[config.mk]
export PLATFORM = sky130hd
export DESIGN_NAME = sysbus_arbiter
export DESIGN_NICKNAME = d
export VERILOG_FILES = /design/src/rtl/sysbus_arbiter.sv
export SDC_FILE = /design/constraint.sdc
export NUM_CORES = 1
export LEC_CHECK = 0
export BUFFER_PORTS_ARGS = -buffer_cell sky130_fd_sc_hd__buf_2
export CORE_AREA = 2 2 148 150
export CTS_BUF_LIST = sky130_fd_sc_hd__clkbuf_8
export CTS_CLUSTER_SIZE = 28
export DETAILED_ROUTE_END_ITERATION = 7
export DIE_AREA = 0 0 150 152
export GPL_TIMING_DRIVEN = 0
export PLACE_DENSITY = 0.44
export SLEW_MARGIN = 20
export SYNTH_ARGS = -nofsm -noshare
export SYNTH_HDL_FRONTEND = slang
export SYNTH_SLANG_ARGS = --single-unit
[constraint.sdc]
create_clock -name clk -period 1.5 [get_ports clk]
set_clock_uncertainty 0.1 [all_clocks]
set_input_delay 0.375 -clock clk [delete_from_list [all_inputs] [get_ports clk]]
set_output_delay 0.375 -clock clk [all_outputs]
set_load 0.01 [all_outputs]
[src/rtl/sysbus_arbiter.sv]
// sysbus_arbiter: round-robin owner arbitration and request/response mux of NUM_REQ masters onto the main bus.
// Define ARB_TIMEOUT_EN to add a watchdog that forces RELEASE after TIMEOUT_CYCLES response-less OWNED cycles.
module sysbus_arbiter #(
  parameter int NUM_REQ = 2,
  parameter int BUS_DATA_WIDTH = 64,
  parameter int BUS_TAG_WIDTH = 13,
  parameter int TIMEOUT_CYCLES = 1024
) (
  input  logic                               clk,
  input  logic                               reset,
  input  logic [NUM_REQ-1:0]                 abtr_reqcyc,
  output logic [NUM_REQ-1:0]                 abtr_grant,
  input  logic [NUM_REQ-1:0]                 bus_busy,
  input  logic [NUM_REQ-1:0]                 m_reqcyc,
  input  logic [NUM_REQ*BUS_DATA_WIDTH-1:0]  m_req,
  input  logic [NUM_REQ*BUS_TAG_WIDTH-1:0]   m_reqtag,
  input  logic [NUM_REQ-1:0]                 m_respack,
  output logic [NUM_REQ-1:0]                 m_respcyc,
  output logic [BUS_DATA_WIDTH-1:0]          m_resp,
  output logic                               main_bus_reqcyc,
  output logic [BUS_DATA_WIDTH-1:0]          main_bus_req,
  output logic [BUS_TAG_WIDTH-1:0]           main_bus_reqtag,
  input  logic                               main_bus_respcyc,
  input  logic [BUS_DATA_WIDTH-1:0]          main_bus_resp,
  output logic                               main_bus_respack,
  output logic [$clog2(NUM_REQ)-1:0]         owner,
  output logic                               owner_valid,
  output logic                               timeout_err
);
  localparam int OW = $clog2(NUM_REQ);
  typedef enum logic [1:0] {IDLE, GRANT, OWNED, RELEASE} state_t;
  state_t state, state_n;
  logic [OW-1:0] last_owner, pick;
  logic found, seen_busy, age, busy, owned, expire;
  logic [NUM_REQ-1:0] sel;
  logic [BUS_DATA_WIDTH-1:0] req_a [NUM_REQ];
  logic [BUS_TAG_WIDTH-1:0] tag_a [NUM_REQ];
  int best;
  for (genvar g = 0; g < NUM_REQ; g++) begin : g_unpack
    assign req_a[g] = m_req[g*BUS_DATA_WIDTH +: BUS_DATA_WIDTH];
    assign tag_a[g] = m_reqtag[g*BUS_TAG_WIDTH +: BUS_TAG_WIDTH];
  end
  // Winner is the requester at the smallest round-robin distance past last_owner.
  always_comb begin
    pick = last_owner;
    found = 1'b0;
    best = NUM_REQ;
    for (int j = 0; j < NUM_REQ; j++)
      if (abtr_reqcyc[j] && (j - int'(last_owner) - 1 + NUM_REQ) % NUM_REQ < best) begin
        best = (j - int'(last_owner) - 1 + NUM_REQ) % NUM_REQ;
        pick = OW'(j);
        found = 1'b1;
      end
  end
  assign owned = state == OWNED;
  assign busy = bus_busy[owner];
  assign sel = NUM_REQ'(1) << owner;
  // age marks the second OWNED cycle, the last chance for bus_busy to show up.
  always_comb begin
    state_n = state == IDLE  ? (found ? GRANT : IDLE) :
              state == GRANT ? OWNED :
              state == OWNED ? ((expire || (!busy && (seen_busy || age))) ? RELEASE : OWNED) :
                               IDLE;
  end
  always_ff @(posedge clk)
    if (reset) begin
      state <= IDLE;
      owner <= '0;
      last_owner <= OW'(NUM_REQ - 1);
      seen_busy <= 1'b0;
      age <= 1'b0;
    end else begin
      state <= state_n;
      if (state == IDLE && found) owner <= pick;
      if (state == RELEASE) last_owner <= owner;
      seen_busy <= owned && (seen_busy || busy);
      age <= owned;
    end
`ifdef ARB_TIMEOUT_EN
  localparam int TW = $clog2(TIMEOUT_CYCLES + 1);
  localparam logic [TW-1:0] TLAST = TW'(TIMEOUT_CYCLES - 1);
  logic [TW-1:0] tcnt;
  assign expire = owned && !main_bus_respcyc && tcnt == TLAST;
  always_ff @(posedge clk)
    if (reset) begin
      tcnt <= '0;
      timeout_err <= 1'b0;
    end else begin
      tcnt <= (owned && !main_bus_respcyc) ? tcnt + 1'b1 : '0;
      timeout_err <= expire;
    end
`else
  assign expire = 1'b0;
  assign timeout_err = TIMEOUT_CYCLES < 0;
`endif
  assign abtr_grant = state == GRANT ? sel : '0;
  assign owner_valid = state == GRANT || owned;
  assign main_bus_reqcyc = owned && m_reqcyc[owner];
  assign main_bus_req = owned ? req_a[owner] : '0;
  assign main_bus_reqtag = owned ? tag_a[owner] : '0;
  assign main_bus_respack = owned && m_respack[owner];
  assign m_respcyc = (owned && main_bus_respcyc) ? sel : '0;
  assign m_resp = owned ? main_bus_resp : '0;
endmodule

==> results of run 1 <==
[kinds of logic (layout without fill, tap and decap cells)]
| group | after synthesis | in the layout |
|---|---|---|
| DFF | 6 | 6 |
| and+or+nand+nor | 155 | 155 |
| AOI/OAI and AO/OA | 5 | 5 |
| muxes | 81 | 81 |
| buffers and inverters | 30 | 441 |
| adders and majority gates | 4 | 4 |
| other | 1 | 1 |
[worst max-delay path: stages, from the launching register on]
cell	delay, ns
dfxtp_2	0.33
buf_6	0.13
buf_12	0.15
clkbuf_16	0.18
mux2i_4	0.26
nor2b_4	0.06
buf_6	0.12
[state kept, by name (all words and copies together) (netlist names)]
name        flops
last_owner      1
age             1
seen_busy       1
state           2
owner           1
[timing repair]
action | in CTS | in global routing
pin swaps | 41 | 21
hold buffers | 0 | 0
cloned | 11 | 9
buffers inserted | 11 | 2
endpoints found under the setup margin | 149 | 149
hold endpoints to repair | 0 | 0
resized for setup | 158 | 130
[worst max-delay path by stage]
stage / start / endpoint / slack, ns / depth (start not counted)
floorplan: state[0] / main_bus_req[0] / -0.005 / 5
global placement: state[0] / main_bus_req[32] / -0.40 / 6
detailed placement: state[0] / main_bus_req[62] / -0.40 / 6
CTS: state[0] / main_bus_req[62] / -0.42 / 6
global route: owner / main_bus_req[48] / -0.49 / 6
finish: owner / main_bus_req[48] / -0.43 / 6
[area by class of cell]
class                      instances  area (um2)  share of cell area
buffer                            26         414              0.0640
clock buffer                       3        41.3             0.00638
inverter                           3        11.3             0.00174
multi-input combinational        246        2620               0.405
sequential                         6         126              0.0195
tap                              280         350              0.0542
timing repair buffer             409        2910               0.449
[power by group]
| group | leakage (nW) | switching, mW | total, mW | internal [mW] |
|---|---|---|---|---|
| clock | 0.0216 | 0.0687 | 0.241 | 0.172 |
| combinational | 3.04 | 0.525 | 1.32 | 0.792 |
| sequential | 0.0503 | 0.00505 | 0.172 | 0.167 |
| total | 3.11 | 0.599 | 1.73 | 1.13 |
[metrics by stage]
stage	instance area [um2]	power, mW
global route	6470	1.84
CTS	5700	1.51
floorplan	2490	0.637
finish	6470	1.73
global placement	4730	1.07
detailed placement	4730	1.07
[routing by layer]
metal,share of wire,global-route usage,wire length [um],up-vias
met1,0.38,0.112,5210,1590
li1,-,-,-,1745
met3,0.085,0.0144,1180,12
met5,0,0,0,-
met2,0.53,0.197,7270,206
met4,0.0081,0.0135,111,0
[layout by cell type, fill, tap and decap left out, types with 2 or more instances in the layout]
cell	count
mux2i_4	10
ha_4	3
buf_8	18
nor2b_1	4
clkbuf_8	7
inv_2	2
buf_12	6
nand2_1	3
nor2b_4	26
dfxtp_1	3
mux2i_2	29
clkbuf_16	11
and2_1	3
and2_4	62
nor2_1	2
buf_4	13
dfxtp_2	2
mux2i_1	41
buf_6	90
nor2b_2	51
o211ai_1	2
buf_2	292
==> metrics, run 1 <==
H-tree depth 1; R2R Path End state[0]; Yosys reg bits 6; Yosys warning count 0; antenna viol nets, final 0; Min-Delay Path Depth 2; EDFF count, synth 0; main flop type after synthesis dfxtp_1; Initial DRC Count 78; TNS Setup -54.17 ns; post-synth top area share 0.373; I/O pin count 379; initial antenna violation count 0; most frequent cell after synthesis nor2b_1; Die Y 152 um; register area share after synthesis 0.0559; critical path arrival 1.46 ns; count of endpoints failing setup in the final report 148; main combinational cell family by area after synthesis simple AND/OR/NAND/NOR gates; P_leak 3.11 nW; R2R cell count 7; final max-slew violation count 0; Area contributors post-synth mux2i_1 37%, nor2b_1 24%, and2_1 19%; Max Cap Viol 0; global-route wire length before repair 18.3 mm; hold path start reset; hold_ws 0.299 ns; Layout fillers 2224; Post-Synth Simple-Gate Area 0.444; CTS tree built; RSZ-0062 raised after global routing true; GRT overflow 0; DRT Wirelength 13.8 mm; Synth Area in Adders 0.0233; # DRC 0; final worst-path cycle share 1.29; vias per inst 3.65; Hold Fails Final Rpt 0; failing checks negative setup slack; Port Buffers 377; starting density of the core 0.101; row count 54; setup ws final -0.433 ns; # clock sinks 6; Reg clk slew, reported paths 0.04 ns; syn_nets 515; pwr/cell area 267 mW/mm2; antenna diode count 0; Startpoint Class flip-flop; post-layout util 0.303; die area 0.0228 mm2; synth unique cells 20; die span in x 150 um; minimum clock period after layout 1.93 ns; reg2reg setup slack 0.06 ns; Critical R2R Launch state[0]; dpl ws -0.403 ns; maximum clock insertion buffer count 2; TritonCTS buffer count 3; global placer's final weighted congestion 0.710; Synth async-reset ratio 0; TritonRoute pass-1 iters 4; Achievable Freq 517 MHz; largest net degree at the start of global routing 11; Synth top cells by count 81 x nor2b_1, 80 x mux2i_1, 65 x and2_1; Critical Path Sink Type primary output; layout cells sized above 1 0.906; placed instance count 939; compound-cell area share of the yosys netlist 0.0169; Mapped Area 0.00215 mm2; mux contribution to synthesized area 0.380; xor/xnor share of the synthesized area 0; Via Count 3553; Routed WL per cell 14.2 um; Layout Cells excl Fill 973; vias in the first global route 3491; Syn Inst Count 282; post-synth top area cell mux2i_1; CTS Root Cell clkbuf_8; Worst-Skew Late Latency 0.22 ns; HPWL Detailed 10.2 mm; Crit Path Max Fanout 6; path type of the worst min-delay path in -> reg; syn avg cell area 7.62 um2; outcome complete, but fails checks; CP required 1.02 ns; Nets 928; maximum VDD drop 0.173 mV; Total GRT Usage 0.0993; Core Footprint 0.0214 mm2; critical path class reg -> out; Layout area overhead 201%; WHS Endpoint state[1]
(Power assumes the default switching activity.)
==> run 2, diff against run 1 <==
--- a/config.mk
+++ b/config.mk
@@ -7,7 +7,6 @@
 export LEC_CHECK = 0
 export BUFFER_PORTS_ARGS = -buffer_cell sky130_fd_sc_hd__buf_2
 export CORE_AREA = 2 2 148 150
-export CTS_BUF_LIST = sky130_fd_sc_hd__clkbuf_8
 export CTS_CLUSTER_SIZE = 28
 export DETAILED_ROUTE_END_ITERATION = 7
 export DIE_AREA = 0 0 150 152
==> run 2 against run 1 <==
Compared with the run above:
- the run still ends with negative setup slack left
- sequential share of layout area grew 0.12 points
- maximum frequency shrank 0.17%
- register-to-register slack gained 0.03 ns
- cell count shrank 0.21%
- utilization shrank 1.8 points
- setup slack lost 0.0032 ns
- global-route usage grew 0.062 points
- combinational power shrank 9.8%
- non-clock buffer count shrank 2
- clock power grew 79%
- highest routed layer unchanged
==> metrics, run 2 (same netlist as run 1, synthesis figures left out) <==
Layout fillers 2266 (was 2224); count of endpoints failing setup in the final report 148 (unchanged); Hold Fails Final Rpt 0 (unchanged); Critical Path Sink Type primary output (unchanged); Total GRT Usage 0.0999 (was 0.0993); # DRC 0 (unchanged); P_leak 3.04 nW (was 3.11 nW); CP dominant cell by count buf_6 (unchanged); Comb pwr share 0.664 (was 0.761); most frequent cells in the layout 309 x buf_2, 73 x buf_6, 71 x nor2b_2, 60 x and2_4, 53 x mux2i_1 (was 292 x buf_2, 90 x buf_6, 62 x and2_4, 51 x nor2b_2, 41 x mux2i_1); final max-slew violation count 0 (unchanged); slowest CP cell dfxtp_2 (unchanged); setup ws final -0.436 ns (was -0.433 ns); Port Buffers 377 (unchanged); GRT overflow 0 (unchanged); Seq pwr share 0.096 (was 0.099); Initial DRC Count 51 (was 78); Layout Cells excl Fill 971 (was 973); vias per inst 3.59 (was 3.65); max reg flops 2 (unchanged); Worst-Skew Late Latency 0.23 ns (was 0.22 ns); CP cell instances inv_2 > ha_4 > buf_4 > buf_6 > clkbuf_8 > and3_4 > buf_6 (was buf_6 > buf_12 > clkbuf_16 > mux2i_4 > nor2b_4 > buf_6); Achievable Freq 517 MHz (about the same); die span in x 150 um (unchanged); Via Count 3486 (was 3553); CTS tree built (unchanged); Crit Path Max Fanout 5 (was 6); Startpoint Class flip-flop (unchanged); Routed WL per cell 13.4 um (was 14.2 um); hold buffers post-CTS 0 (unchanged); Pint 1.23 mW (was 1.13 mW); placed instance count 939 (unchanged); antenna diode count 0 (unchanged); pwr/cell area 295 mW/mm2 (was 267 mW/mm2); CP max stage delay 0.32 ns (was 0.33 ns); I/O pin count 379 (unchanged); Biggest register state (unchanged); TritonRoute pass-1 iters 4 (unchanged); HPWL Detailed 10.2 mm (unchanged); Reg clk slew, reported paths 0.03 ns (was 0.04 ns); most common cell after layout, fill and taps aside buf_2 (unchanged); H-tree depth 1 (unchanged); Layout area overhead 183% (was 201%); critical path arrival 1.46 ns (about the same); failing checks negative setup slack (unchanged); Die Y 152 um (unchanged); CP required 1.02 ns (about the same); Buf+Inv Stages, Crit Path 5 (was 4); starting density of the core 0.101 (unchanged); Core Footprint 0.0214 mm2 (unchanged); maximum VDD drop 0.247 mV (was 0.173 mV); DRT Wirelength 13.0 mm (was 13.8 mm); CTS Root Cell clkbuf_16 (was clkbuf_8); NetSw 0.568 mW (was 0.599 mW); initial antenna violation count 0 (unchanged); outcome complete, but fails checks (unchanged); layout cells sized above 1 0.887 (was 0.906); hold_ws 0.296 ns (was 0.299 ns); RSZ-0062 raised after global routing true (unchanged); # clock sinks 6 (unchanged); global placer's final weighted congestion 0.710 (unchanged); antenna viol nets, final 0 (unchanged); TNS Setup -53.14 ns (was -54.17 ns); global-route wire length before repair 18.3 mm (about the same); final worst-path cycle share 1.29 (about the same); path type of the worst min-delay path in -> reg (unchanged); clock network fraction of design power 0.240 (was 0.139); minimum clock period after layout 1.94 ns (was 1.93 ns); largest net degree at the start of global routing 11 (unchanged); reg2reg setup slack 0.09 ns (was 0.06 ns); TritonCTS buffer count 3 (unchanged); Nets 926 (was 928); Max Cap Viol 0 (unchanged); Worst path top cell family by delay buffers and inverters (unchanged); row count 54 (unchanged); die area 0.0228 mm2 (unchanged); vias in the first global route 3493 (was 3491); maximum clock insertion buffer count 2 (unchanged); critical path class reg -> out (unchanged); Sw Ratio 0.317 (was 0.346)
[run 2: changes by cell type in the layout (fill, tap and decap cells not counted), moves of 4 or more]
cell	previous run	this run
nor2b_4	26	7
nor2b_2	51	71
mux2i_4	10	6
mux2i_1	41	53
mux2i_2	29	21
buf_4	13	17
buf_2	292	309
clkbuf_16	11	7
buf_6	90	73
[run 2: per-stage QoR]
stage	utilization	power, mW	setup WS [ns]	instance area, um2
after floorplan	-	0.637	-0.00496	2490
after global placement	0.222	1.07	-0.397	4730
after detailed placement	0.222	1.07	-0.403	4730
after CTS	0.268	1.70	-0.430	5720
after global routing	0.285	1.90	-0.475	6090
final	0.285	1.79	-0.436	6090
[run 2: power groups by stage]
stage          Combinational (mW)  Clock, mW  Sequential [mW]
3_3_place_gp                0.891          0            0.175
4_1_cts                      1.09      0.437            0.173
3_5_place_dp                0.898          0            0.175
2_1_floorplan               0.462          0            0.175
5_1_grt                      1.29      0.444            0.173
6_report                     1.19      0.431            0.172
[run 2: worst paths after layout]
kind	cells after the start	endpoint	start
worst max-delay path	7	m_respcyc[1]	state[0]
worst min register to register	1	seen_busy	seen_busy
worst max register to register	7	seen_busy	state[0]
worst min-delay path	2	owner	reset
[run 2: what timing repair did]
| action | in CTS | in global routing |
|---|---|---|
| pin swaps | 41 | 0 |
| setup buffers | 11 | 6 |
| cloned | 11 | 2 |
| resized for setup | 156 | 77 |
| setup endpoints to repair | 149 | 149 |
[run 2: routing by layer]
metal  wire length (um)  track usage  up-vias  part of all wire
met5                  0            0        -                 0
met1               4970        0.112     1540              0.38
met3               1140       0.0162        8             0.088
met4                113       0.0175        0            0.0087
li1                   -            -     1737                 -
met2               6750        0.196      201              0.52
[run 2: worst reg2reg max path: cells and delay by family (launching register included)]
kind,cells,cell delay [ns]
compound gates,1,0.09
flops,1,0.32
simple gates,1,0.12
buf+inv,4,0.48
fa+ha+maj,1,0.19
[run 2: cell type report]
type	count	area, um2	share of cell area
timing repair buffer	407	2670	0.439
multi-input combinational	246	2440	0.401
buffer	26	413	0.0678
tap	280	350	0.0576
sequential	6	126	0.0208
clock buffer	3	75.1	0.0123
inverter	3	11.3	0.00185
==> run 3, diff against run 2 <==
--- a/config.mk
+++ b/config.mk
@@ -5,11 +5,12 @@
 export SDC_FILE = /design/constraint.sdc
 export NUM_CORES = 1
 export LEC_CHECK = 0
+export ABC_AREA = 1
 export BUFFER_PORTS_ARGS = -buffer_cell sky130_fd_sc_hd__buf_2
-export CORE_AREA = 2 2 148 150
+export CORE_AREA = 2 2 147 149
 export CTS_CLUSTER_SIZE = 28
 export DETAILED_ROUTE_END_ITERATION = 7
-export DIE_AREA = 0 0 150 152
+export DIE_AREA = 0 0 149 151
 export GPL_TIMING_DRIVEN = 0
 export PLACE_DENSITY = 0.44
 export SLEW_MARGIN = 20
==> run 3 against run 2 <==
Compared with the run above:
- the flow still finishes with violations (negative setup slack)
- non-clock buffer count fell by 1
- cell count rose by 16%
- setup slack got worse by 0.031 ns
- clock power barely moved
- sequential share of layout area rose by 0.13 points
- sequential cell count did not move
- largest power group unchanged
- die area fell by 1.3%
- sequential power rose by 2%
==> metrics, run 3 <==
mux contribution to synthesized area 0 (was 0.380); Startpoint Class flip-flop (unchanged); Worst path top cell family by delay buffers and inverters (unchanged); HPWL Detailed 13.0 mm (was 10.2 mm); critical path arrival 1.49 ns (was 1.46 ns); Mapped Area 0.00204 mm2 (was 0.00215 mm2); outcome complete, but fails checks (unchanged); die span in x 149 um (was 150 um); setup ws final -0.467 ns (was -0.436 ns); Max Cap Viol 0 (unchanged); CP cell instances inv_2 > ha_4 > buf_12 > clkbuf_16 > o21ai_2 > nor2_2 > buf_2 (was inv_2 > ha_4 > buf_4 > buf_6 > clkbuf_8 > and3_4 > buf_6); maximum VDD drop 0.229 mV (was 0.247 mV); max reg flops 2 (unchanged); DRT Wirelength 16.1 mm (was 13.0 mm); Via Count 4194 (was 3486); final worst-path cycle share 1.31 (was 1.29); H-tree depth 1 (unchanged); maximum clock insertion buffer count 2 (unchanged); main combinational cell family by area after synthesis simple AND/OR/NAND/NOR gates (unchanged); CP required 1.02 ns (about the same); Buf+Inv Stages, Crit Path 4 (was 5); global placer's final weighted congestion 0.775 (was 0.710); TritonRoute pass-1 iters 4 (unchanged); layout cells sized above 1 0.674 (was 0.887); hold_ws 0.271 ns (was 0.296 ns); initial antenna violation count 2 (was 0); R2R Path End state[0] (was seen_busy); Reg clk slew, reported paths 0.03 ns (about the same); I/O pin count 379 (unchanged); placed instance count 1097 (was 939); count of endpoints failing setup in the final report 148 (unchanged); Nets 1081 (was 926); # DRC 0 (unchanged); Synth top cells by count 163 x nor2_1, 81 x o21ai_0, 74 x inv_1 (was 81 x nor2b_1, 80 x mux2i_1, 65 x and2_1); minimum clock period after layout 1.97 ns (was 1.94 ns); Achievable Freq 508 MHz (was 517 MHz); vias per inst 3.74 (was 3.59); Area contributors post-synth nor2_1 30%, o21ai_0 20%, inv_1 14% (was mux2i_1 37%, nor2b_1 24%, and2_1 19%); register area share after synthesis 0.0590 (was 0.0559); critical path depth 7 (unchanged); Initial DRC Count 163 (was 51); Crit Path Max Fanout 9 (was 5); post-synth top area share 0.300 (was 0.373); failing checks negative setup slack (unchanged); syn_nets 678 (was 515); Core Footprint 0.0208 mm2 (was 0.0214 mm2); Synth async-reset ratio 0 (unchanged); CP max stage delay 0.31 ns (was 0.32 ns); Critical R2R Launch state[0] (unchanged); WHS Endpoint owner (unchanged); Min-Delay Path Depth 2 (unchanged); xor/xnor share of the synthesized area 0 (unchanged); reg2reg setup slack 0.14 ns (was 0.09 ns); largest net degree at the start of global routing 11 (unchanged); Die Y 151 um (was 152 um); GRT overflow 0 (unchanged); Layout Cells excl Fill 1122 (was 971); die area 0.0225 mm2 (was 0.0228 mm2); Port Buffers 377 (unchanged); P_leak 3.67 nW (was 3.04 nW); most frequent cells in the layout 327 x buf_2, 155 x nor2_1, 62 x buf_6, 44 x o21ai_2, 39 x inv_2 (was 309 x buf_2, 73 x buf_6, 71 x nor2b_2, 60 x and2_4, 53 x mux2i_1); vias in the first global route 3990 (was 3493); final max-slew violation count 0 (unchanged); Yosys warning count 0 (unchanged); most frequent cell after synthesis nor2_1 (was nor2b_1); pwr/cell area 290 mW/mm2 (was 295 mW/mm2); # clock sinks 6 (unchanged); CTS tree built (unchanged); Syn Inst Count 445 (was 282); Total GRT Usage 0.124 (was 0.0999); RSZ-0062 raised after global routing true (unchanged); path type of the worst min-delay path in -> reg (unchanged); Synth Area in Adders 0.0246 (was 0.0233); EDFF count, synth 0 (unchanged); Hold Fails Final Rpt 0 (unchanged); compound-cell area share of the yosys netlist 0.206 (was 0.0169); synth unique cells 18 (was 20); Biggest register state (unchanged); R2R cell count 8 (was 7); CTS Root Cell clkbuf_16 (unchanged); hold path start reset (unchanged); row count 53 (was 54); most common cell after layout, fill and taps aside buf_2 (unchanged); syn avg cell area 4.58 um2 (was 7.62 um2); Routed WL per cell 14.3 um (was 13.4 um); antenna viol nets, final 0 (unchanged); global-route wire length before repair 21.7 mm (was 18.3 mm); Post-Synth Simple-Gate Area 0.449 (was 0.444); Yosys reg bits 6 (unchanged); main flop type after synthesis dfxtp_1 (unchanged); critical path class reg -> out (unchanged); post-synth top area cell nor2_1 (was mux2i_1); starting density of the core 0.0978 (was 0.101); Worst-Skew Late Latency 0.23 ns (about the same); slowest CP cell dfxtp_2 (unchanged); TNS Setup -52.81 ns (was -53.14 ns); Critical Path Sink Type primary output (unchanged); Layout area overhead 181% (was 183%); TritonCTS buffer count 3 (unchanged)
## run 3: cell types whose count changed in the layout (fill, tap and decap cells not counted), moves of 34 or more
| cell | delta |
|---|---|
| inv_1 | +34 |
| nor2b_2 | -71 |
| nor2_1 | +153 |
| mux2i_1 | -53 |
| nand2_1 | +35 |
| and2_4 | -60 |
| o21ai_2 | +44 |
| inv_2 | +37 |
## run 3: worst reg2reg max path, stage by stage (launching register included)
cell	delay, ns
dfxtp_2	0.31
inv_2	0.06
ha_4	0.15
buf_12	0.15
buf_12	0.16
inv_6	0.05
nor2_1	0.08
nand3_1	0.09
a21oi_1	0.12
## run 3: worst max path at each step
stage | slack (ns) | endpoint | from
global placement | -0.62 | main_bus_req[38] | owner
finish | -0.47 | main_bus_req[14] | state[0]
CTS | -0.51 | main_bus_req[44] | state[0]
global route | -0.52 | m_resp[3] | state[0]
detailed placement | -0.64 | main_bus_req[38] | owner
floorplan | 0.0006 | main_bus_req[0] | state[0]
## run 3: power by group
group | switching [mW] | internal (mW) | total (mW)
registers | 0.00843 | 0.167 | 0.176
logic | 0.516 | 0.540 | 1.06
clock network | 0.0867 | 0.342 | 0.428
total | 0.611 | 1.05 | 1.66
## run 3: cell families after synthesis
kind of cell	count (synthesis)
AND/OR/NAND/NOR	240
other	1
AO/OA/AOI/OAI	84
buffers and inverters	110
adder cells (fa/ha/maj)	4
flip-flops	6
## run 3: through the flow
| stage | worst slack, ns | cell area, um2 | power (mW) | utilization |
|---|---|---|---|---|
| 2_1_floorplan | 0.000620 | 2120 | 0.479 | - |
| 3_3_place_gp | -0.617 | 4350 | 0.946 | 0.209 |
| 3_5_place_dp | -0.641 | 4350 | 0.949 | 0.209 |
| 4_1_cts | -0.512 | 5400 | 1.62 | 0.259 |
| 5_1_grt | -0.524 | 5720 | 1.77 | 0.275 |
| 6_report | -0.467 | 5720 | 1.66 | 0.275 |
## run 3: layer usage
| metal | vias up | share of wire | track usage |
|---|---|---|---|
| met5 | - | 0.00075 | 0 |
| met2 | 191 | 0.53 | 0.242 |
| met4 | 2 | 0.0031 | 0.0105 |
| li1 | 2138 | - | - |
| met1 | 1855 | 0.40 | 0.150 |
| met3 | 8 | 0.061 | 0.0160 |
## run 3: final cells by class
class / instances / area [um2]
sequential: 6 / 126
clock buffer: 3 / 75.1
multi-input combinational: 329 / 1840
inverter: 76 / 303
antenna: 1 / 2.50
timing repair buffer: 400 / 2570
buffer: 32 / 454
tap: 275 / 344
fill: 2336 / 15100
## run 3: timing repair
item                                    4_1_cts  5_1_grt
endpoints found under the setup margin      148      148
cloned                                       10        3
resized for setup                           208      142
hold buffers                                  0        0
setup buffers                                12        2
pin swaps                                    37       26
